`src/rtl/multicycle_ctrl_fsm_pkg.sv`:
```
// Shared types and encodings for the multicycle RV32I main sequencer.
// Optional feature macro: MC_CTRL_JAL_EN (adds the JAL state and opcode).
package multicycle_ctrl_fsm_pkg;

  typedef enum logic [3:0] {
    S_FETCH    = 4'd0,
    S_DECODE   = 4'd1,
    S_MEMADR   = 4'd2,
    S_MEMREAD  = 4'd3,
    S_MEMWB    = 4'd4,
    S_MEMWRITE = 4'd5,
    S_EXEC_R   = 4'd6,
    S_EXEC_I   = 4'd7,
    S_ALUWB    = 4'd8,
    S_BEQ      = 4'd9
`ifdef MC_CTRL_JAL_EN
    ,
    S_JAL      = 4'd10
`endif
  } state_t;

  localparam logic [6:0] OP_LOAD   = 7'b0000011;
  localparam logic [6:0] OP_STORE  = 7'b0100011;
  localparam logic [6:0] OP_RTYPE  = 7'b0110011;
  localparam logic [6:0] OP_ITYPE  = 7'b0010011;
  localparam logic [6:0] OP_BRANCH = 7'b1100011;
`ifdef MC_CTRL_JAL_EN
  localparam logic [6:0] OP_JAL    = 7'b1101111;
`endif

  localparam logic [1:0] ALUOP_ADD   = 2'b00;
  localparam logic [1:0] ALUOP_SUB   = 2'b01;
  localparam logic [1:0] ALUOP_FUNCT = 2'b10;

  localparam logic [1:0] RES_ALUOUT = 2'b00;
  localparam logic [1:0] RES_RDATA  = 2'b01;
  localparam logic [1:0] RES_ALURES = 2'b10;

  localparam logic [1:0] SRCA_PC    = 2'b00;
  localparam logic [1:0] SRCA_OLDPC = 2'b01;
  localparam logic [1:0] SRCA_RS1   = 2'b10;

  localparam logic [1:0] SRCB_RS2  = 2'b00;
  localparam logic [1:0] SRCB_IMM  = 2'b01;
  localparam logic [1:0] SRCB_FOUR = 2'b10;

  typedef struct packed {
    logic       mem_req;
    logic       pc_write;
    logic       adr_src;
    logic       mem_write;
    logic       ir_write;
    logic [1:0] result_src;
    logic [1:0] alu_src_a;
    logic [1:0] alu_src_b;
    logic [1:0] alu_op;
    logic       reg_write;
    logic       instr_done;
    logic       illegal_op;
  } ctrl_t;

  // True for every opcode the sequencer knows how to step through.
  function automatic logic op_supported(input logic [6:0] op);
    case (op)
      OP_LOAD, OP_STORE, OP_RTYPE, OP_ITYPE, OP_BRANCH: return 1'b1;
`ifdef MC_CTRL_JAL_EN
      OP_JAL: return 1'b1;
`endif
      default: return 1'b0;
    endcase
  endfunction

endpackage

```
`src/rtl/multicycle_ctrl_fsm_outdec.sv`:
```
// Combinational state -> control-word decode for the multicycle sequencer.
// Optional feature macro: MC_CTRL_JAL_EN (adds the JAL control word).
module multicycle_ctrl_fsm_outdec
  import multicycle_ctrl_fsm_pkg::*;
(
  input  state_t     state,
  input  logic [6:0] op,
  input  logic       mem_ready,
  input  logic       zero,
  output ctrl_t      ctrl
);

  // Control word per state; only memory completion, branch outcome and
  // the illegal-opcode check qualify the otherwise fixed decode.
  always_comb begin
    ctrl = '0;
    case (state)
      S_FETCH: begin
        ctrl.mem_req    = 1'b1;
        ctrl.adr_src    = 1'b0;
        ctrl.alu_src_a  = SRCA_PC;
        ctrl.alu_src_b  = SRCB_FOUR;
        ctrl.alu_op     = ALUOP_ADD;
        ctrl.result_src = RES_ALURES;
        ctrl.ir_write   = mem_ready;
        ctrl.pc_write   = mem_ready;
      end
      S_DECODE: begin
        // ALU precomputes the branch/jump target from OldPC + imm.
        ctrl.alu_src_a = SRCA_OLDPC;
        ctrl.alu_src_b = SRCB_IMM;
        ctrl.alu_op    = ALUOP_ADD;
        if (!op_supported(op)) begin
          ctrl.illegal_op = 1'b1;
          ctrl.instr_done = 1'b1;
        end
      end
      S_MEMADR: begin
        ctrl.alu_src_a = SRCA_RS1;
        ctrl.alu_src_b = SRCB_IMM;
        ctrl.alu_op    = ALUOP_ADD;
      end
      S_MEMREAD: begin
        ctrl.mem_req = 1'b1;
        ctrl.adr_src = 1'b1;
      end
      S_MEMWB: begin
        ctrl.result_src = RES_RDATA;
        ctrl.reg_write  = 1'b1;
        ctrl.instr_done = 1'b1;
      end
      S_MEMWRITE: begin
        ctrl.mem_req    = 1'b1;
        ctrl.mem_write  = 1'b1;
        ctrl.adr_src    = 1'b1;
        ctrl.instr_done = mem_ready;
      end
      S_EXEC_R: begin
        ctrl.alu_src_a = SRCA_RS1;
        ctrl.alu_src_b = SRCB_RS2;
        ctrl.alu_op    = ALUOP_FUNCT;
      end
      S_EXEC_I: begin
        ctrl.alu_src_a = SRCA_RS1;
        ctrl.alu_src_b = SRCB_IMM;
        ctrl.alu_op    = ALUOP_FUNCT;
      end
      S_ALUWB: begin
        ctrl.result_src = RES_ALUOUT;
        ctrl.reg_write  = 1'b1;
        ctrl.instr_done = 1'b1;
      end
      S_BEQ: begin
        ctrl.alu_src_a  = SRCA_RS1;
        ctrl.alu_src_b  = SRCB_RS2;
        ctrl.alu_op     = ALUOP_SUB;
        ctrl.result_src = RES_ALUOUT;
        ctrl.pc_write   = zero;
        ctrl.instr_done = 1'b1;
      end
`ifdef MC_CTRL_JAL_EN
      S_JAL: begin
        // PC takes the target latched in DECODE while the ALU forms OldPC+4.
        ctrl.alu_src_a  = SRCA_OLDPC;
        ctrl.alu_src_b  = SRCB_FOUR;
        ctrl.alu_op     = ALUOP_ADD;
        ctrl.result_src = RES_ALUOUT;
        ctrl.pc_write   = 1'b1;
      end
`endif
      default: ctrl = '0;
    endcase
  end

endmodule

```
`src/rtl/multicycle_ctrl_fsm.sv`:
```
// Main sequencer for the multicycle RV32I core: FSM register, next-state
// logic and retired-instruction counter; control word from the outdec block.
// Optional feature macro: MC_CTRL_JAL_EN (jal support; otherwise jal is illegal).
//
// state    | meaning
// FETCH    | read instruction at PC, PC+4 -> PC when memory completes
// DECODE   | dispatch on opcode, ALU forms branch target; flags illegal ops
// MEMADR   | ALU forms rs1+imm load/store address
// MEMREAD  | load access, wait for mem_ready
// MEMWB    | write load data to rd
// MEMWRITE | store access, retire when mem_ready
// EXEC_R   | register-register ALU op
// EXEC_I   | register-immediate ALU op
// ALUWB    | write ALUOut to rd
// BEQ      | compare rs1/rs2, take branch on zero
// JAL      | load PC with target, ALU forms return address (macro only)
module multicycle_ctrl_fsm
  import multicycle_ctrl_fsm_pkg::*;
#(
  parameter int CNT_W = 32
) (
  input  logic             clk,
  input  logic             rst,
  input  logic [6:0]       op,
  input  logic             zero,
  input  logic             mem_ready,
  output logic             mem_req,
  output logic             pc_write,
  output logic             adr_src,
  output logic             mem_write,
  output logic             ir_write,
  output logic [1:0]       result_src,
  output logic [1:0]       alu_src_a,
  output logic [1:0]       alu_src_b,
  output logic [1:0]       alu_op,
  output logic             reg_write,
  output logic             instr_done,
  output logic             illegal_op,
  output logic [CNT_W-1:0] instret
);

  state_t state;
  state_t state_nxt;
  ctrl_t  ctrl;

  // State register; reset abandons any in-flight access.
  always_ff @(posedge clk) begin
    if (rst) state <= S_FETCH;
    else     state <= state_nxt;
  end

  // Next-state: memory states hold until mem_ready, others advance every cycle.
  always_comb begin
    state_nxt = state;
    case (state)
      S_FETCH: if (mem_ready) state_nxt = S_DECODE;
      S_DECODE: begin
        case (op)
          OP_LOAD, OP_STORE: state_nxt = S_MEMADR;
          OP_RTYPE:          state_nxt = S_EXEC_R;
          OP_ITYPE:          state_nxt = S_EXEC_I;
          OP_BRANCH:         state_nxt = S_BEQ;
`ifdef MC_CTRL_JAL_EN
          OP_JAL:            state_nxt = S_JAL;
`endif
          default:           state_nxt = S_FETCH;
        endcase
      end
      S_MEMADR:   state_nxt = op[5] ? S_MEMWRITE : S_MEMREAD;
      S_MEMREAD:  if (mem_ready) state_nxt = S_MEMWB;
      S_MEMWB:    state_nxt = S_FETCH;
      S_MEMWRITE: if (mem_ready) state_nxt = S_FETCH;
      S_EXEC_R:   state_nxt = S_ALUWB;
      S_EXEC_I:   state_nxt = S_ALUWB;
      S_ALUWB:    state_nxt = S_FETCH;
      S_BEQ:      state_nxt = S_FETCH;
`ifdef MC_CTRL_JAL_EN
      S_JAL:      state_nxt = S_ALUWB;
`endif
      default:    state_nxt = S_FETCH;
    endcase
  end

  multicycle_ctrl_fsm_outdec u_outdec (
    .state     (state),
    .op        (op),
    .mem_ready (mem_ready),
    .zero      (zero),
    .ctrl      (ctrl)
  );

  // Retired-instruction counter; illegal ops finish but do not retire.
  always_ff @(posedge clk) begin
    if (rst)                                    instret <= '0;
    else if (ctrl.instr_done && !ctrl.illegal_op) instret <= instret + CNT_W'(1);
  end

  assign mem_req    = ctrl.mem_req;
  assign pc_write   = ctrl.pc_write;
  assign adr_src    = ctrl.adr_src;
  assign mem_write  = ctrl.mem_write;
  assign ir_write   = ctrl.ir_write;
  assign result_src = ctrl.result_src;
  assign alu_src_a  = ctrl.alu_src_a;
  assign alu_src_b  = ctrl.alu_src_b;
  assign alu_op     = ctrl.alu_op;
  assign reg_write  = ctrl.reg_write;
  assign instr_done = ctrl.instr_done;
  assign illegal_op = ctrl.illegal_op;

endmodule

```
`config.mk`:
```
export PLATFORM = sky130hd
export DESIGN_NAME = multicycle_ctrl_fsm
export DESIGN_NICKNAME = d
export VERILOG_FILES = /design/src/rtl/multicycle_ctrl_fsm_pkg.sv /design/src/rtl/multicycle_ctrl_fsm_outdec.sv /design/src/rtl/multicycle_ctrl_fsm.sv
export SDC_FILE = /design/constraint.sdc
export NUM_CORES = 1
export LEC_CHECK = 0
export CAP_MARGIN = 25
export CORE_ASPECT_RATIO = 2
export CORE_MARGIN = 2
export CORE_UTILIZATION = 47
export DETAILED_ROUTE_END_ITERATION = 16
export HOLD_SLACK_MARGIN = 0.05
export PLACE_DENSITY_LB_ADDON = 0.3
export SETUP_SLACK_MARGIN = 0.2
export SLEW_MARGIN = 15
export SYNTH_ARGS = -nofsm -noshare
export SYNTH_HDL_FRONTEND = slang
export SYNTH_SLANG_ARGS = --single-unit
```
`constraint.sdc`:
```
create_clock -name clk -period 2.4 [get_ports clk]
set_clock_uncertainty 0.15 [all_clocks]
set_input_delay 0.36 -clock clk [delete_from_list [all_inputs] [get_ports clk]]
set_output_delay 0.36 -clock clk [all_outputs]
set_load 0.005 [all_outputs]
```
==> flow_summary.toml <==
[grt]
grt_pass1_wl_um = 9020
grt_max_degree = 17
grt.total_usage = 0.231
antenna_found_initial = 0
grt_overflow = 0
grt_pass1_vias = 1981

[clocking]
clock_path_buffers = 2
clk_latency_ns = 0.28
cts_tree = "done"
clkTransAtPathRegs_ns = 0.07
cts.htree.levels = 2
clockRootBuffer = "clkbuf_8"
cts-buffers-inserted = 5
clock-sinks = 36

[sta]
worstMarginPinSlew_ns = 0.487
min_period_ns = 2.15
max_freq_mhz = 466
post-route-period-util = 0.894
maxSlewHeadroom = 0.674
setup_viol = 0
final-hold-violation-count = 0
rsz0062_at_grt = "true"
drv_slew = 0

[synthesis]
ys_seq_area_frac = 0.357
synth_area_leaders = "dfxtp_1, nor2_1, xnor2_1"
synth_top_cells_by_count = "nor2_1, dfxtp_1, xnor2_1"
synth.most_common_cell = "nor2_1"
synth_edf_count = 0
syn_area_um2 = 2020
syn-num-nets = 260
ys_warn_count = 0
synth_top_area_cell = "dfxtp_1"
synth.distinct_cells = 48
syn_inst = 248
synth-seq-cells = 36
yosysTopAreaCellShare = 0.357
async_reset_ff_frac = 0
syn_avg_cell_area_um2 = 8.13
synth-main-ff-cell = "dfxtp_1"

[placement]
portBuffers = 58
placed_cell_area_um2 = 2760
place_congestion = 0.936
dpl.hpwl_um = 4030

[route]
ant_nets = 0
vias = 2058
drt_iter0_drc = 57
wl_per_cell_um = 14.0
vias_per_cell = 5.47
drcViolationCount = 0
wirelength_um = 5280
dr.pass1.iters = 4

[power_and_ir_drop]
ir_worst_vdd_v = 0.000494
powerDensity_nw_per_um2 = 381
leakage_nw = 1.09
power.total_w = 0.00111

[setup_path]
crit_required_ns = 1.89
cp_slowest_cell = "clkdlybuf4s50_1"
critPathCaptureType = "primary output"
startpoint_type = "primary input"
slowest_delay_ns = 0.46
cp_cell_sequence = "clkdlybuf4s50_1 -> nor4bb_4 -> a21boi_2 -> or2_2 -> clkbuf_2"
crit_family = "simple AND/OR/NAND/NOR gates"
cp_num_buf_inv = 2
path_class = "primary input to primary output"
crit_fanout = 2
arrival_ns = 1.64

[min_path]
hold_class = "flip-flop to flip-flop"

[run_status]
status = "complete, no violations"

[layout]
nFillCells = 351
syn2layout_area_growth_pct = 44.5
antenna_cells = 0
finalNetCount = 336
final_area_um2 = 2910
drive_gt1_frac = 0.170

[floorplan]
core-area_um2 = 4130
die_h_um = 96.6
ios = 59
row_count = 33
die_area_um2 = 4860
fp.dieW_um = 50.3
initial_core_util = 0.488

[flow_run]
maxCapViolations = 0
-- kinds of logic after synthesis --
group | synth area share
and+or+nand+nor | 0.371
DFF | 0.357
AOI/OAI and AO/OA | 0.104
xor gates and xnor gates | 0.113
buffers and inverters | 0.0484
adders and majority gates | 0.00620
-- layer usage --
| metal | vias up | wire length (um) | global-route usage |
|---|---|---|---|
| li1 | 1034 | - | - |
| met1 | 974 | 1920 | 0.234 |
| met2 | 39 | 3110 | 0.446 |
| met3 | 11 | 133 | 0.0324 |
| met4 | 0 | 114 | 0.0873 |
| met5 | - | 0 | 0 |
-- registers in the layout, summed over array words and instances (netlist names) --
| name | count |
|---|---|
| instret | 32 |
| state | 4 |
-- stage by stage --
stage | hold WS [ns] | utilization | setup TNS, ns | worst slack [ns] | instances
2_1_floorplan | 0.324 | - | 0 | 0.442 | 248
3_3_place_gp | 0.315 | 0.668 | -0.230 | -0.230 | 366
3_5_place_dp | 0.333 | 0.668 | -0.240 | -0.240 | 366
4_1_cts | 0.342 | 0.704 | 0 | 0.0870 | 376
5_1_grt | 0.392 | 0.706 | 0 | 0.184 | 376
6_report | 0.335 | 0.706 | 0 | 0.255 | 376
-- path summary, 6_finish.rpt --
kind / startpoint / to / slack (ns) / depth (start not counted)
max: op[1] / instr_done / 0.25 / 5
min: instret[31] / instret[31] / 0.34 / 2
max reg2reg: instret[0] / instret[28] / 0.27 / 6
min reg2reg: instret[31] / instret[31] / 0.34 / 2
-- cell usage in the layout, fill, tap and decap left out, types with 3 or more instances in the layout --
master	Yosys	routed
clkbuf_8	0	5
dlygate4sd2_1	0	6
nor4_1	11	10
xor2_1	8	8
inv_1	9	9
or3_1	9	8
nor2_1	42	42
nand3_1	9	9
dfxtp_1	36	32
a21oi_1	11	11
and3_1	4	4
o21ai_0	11	11
buf_4	3	23
dlymetal6s2s_1	0	3
nand4b_1	4	4
nor3_1	7	5
nand2_1	13	12
clkdlybuf4s50_1	0	47
nand4_1	10	10
xnor2_1	18	18
-- worst register-to-register path, cell delays in order, from the launching register on --
cell and delay, ns:
dfxtp_1 0.46, ha_1 0.21, nand3_1 0.23, nor2_1 0.25, nand4_1 0.25, or3_1 0.39
a21oi_1 0.13
-- layout make-up --
type / count / area (um2) / area share
clock buffers: 6 / 72.6 / 0.0249
inverters: 9 / 33.8 / 0.0116
flip-flops and latches: 36 / 731 / 0.251
repair buffers: 82 / 754 / 0.259
well taps: 52 / 65.1 / 0.0223
clock inverters: 1 / 5.00 / 0.00172
multi-input cells: 190 / 1250 / 0.430
-- report_power, final --
part / switching (W) / internal (W) / total [W]
sequential: 0.00000435 / 0.000598 / 0.000602
combinational: 0.0000482 / 0.0000636 / 0.000112
clock: 0.000200 / 0.000197 / 0.000397
-- timing repair --
action / in CTS / in global routing
pin swaps: 5 / 2
hold buffers: 0 / 0
endpoints found under the setup margin: 12 / 7
gates cloned: 0 / 0
setup buffers: 3 / 0
gates resized for setup: 24 / 9
(Power assumes the default switching activity.)
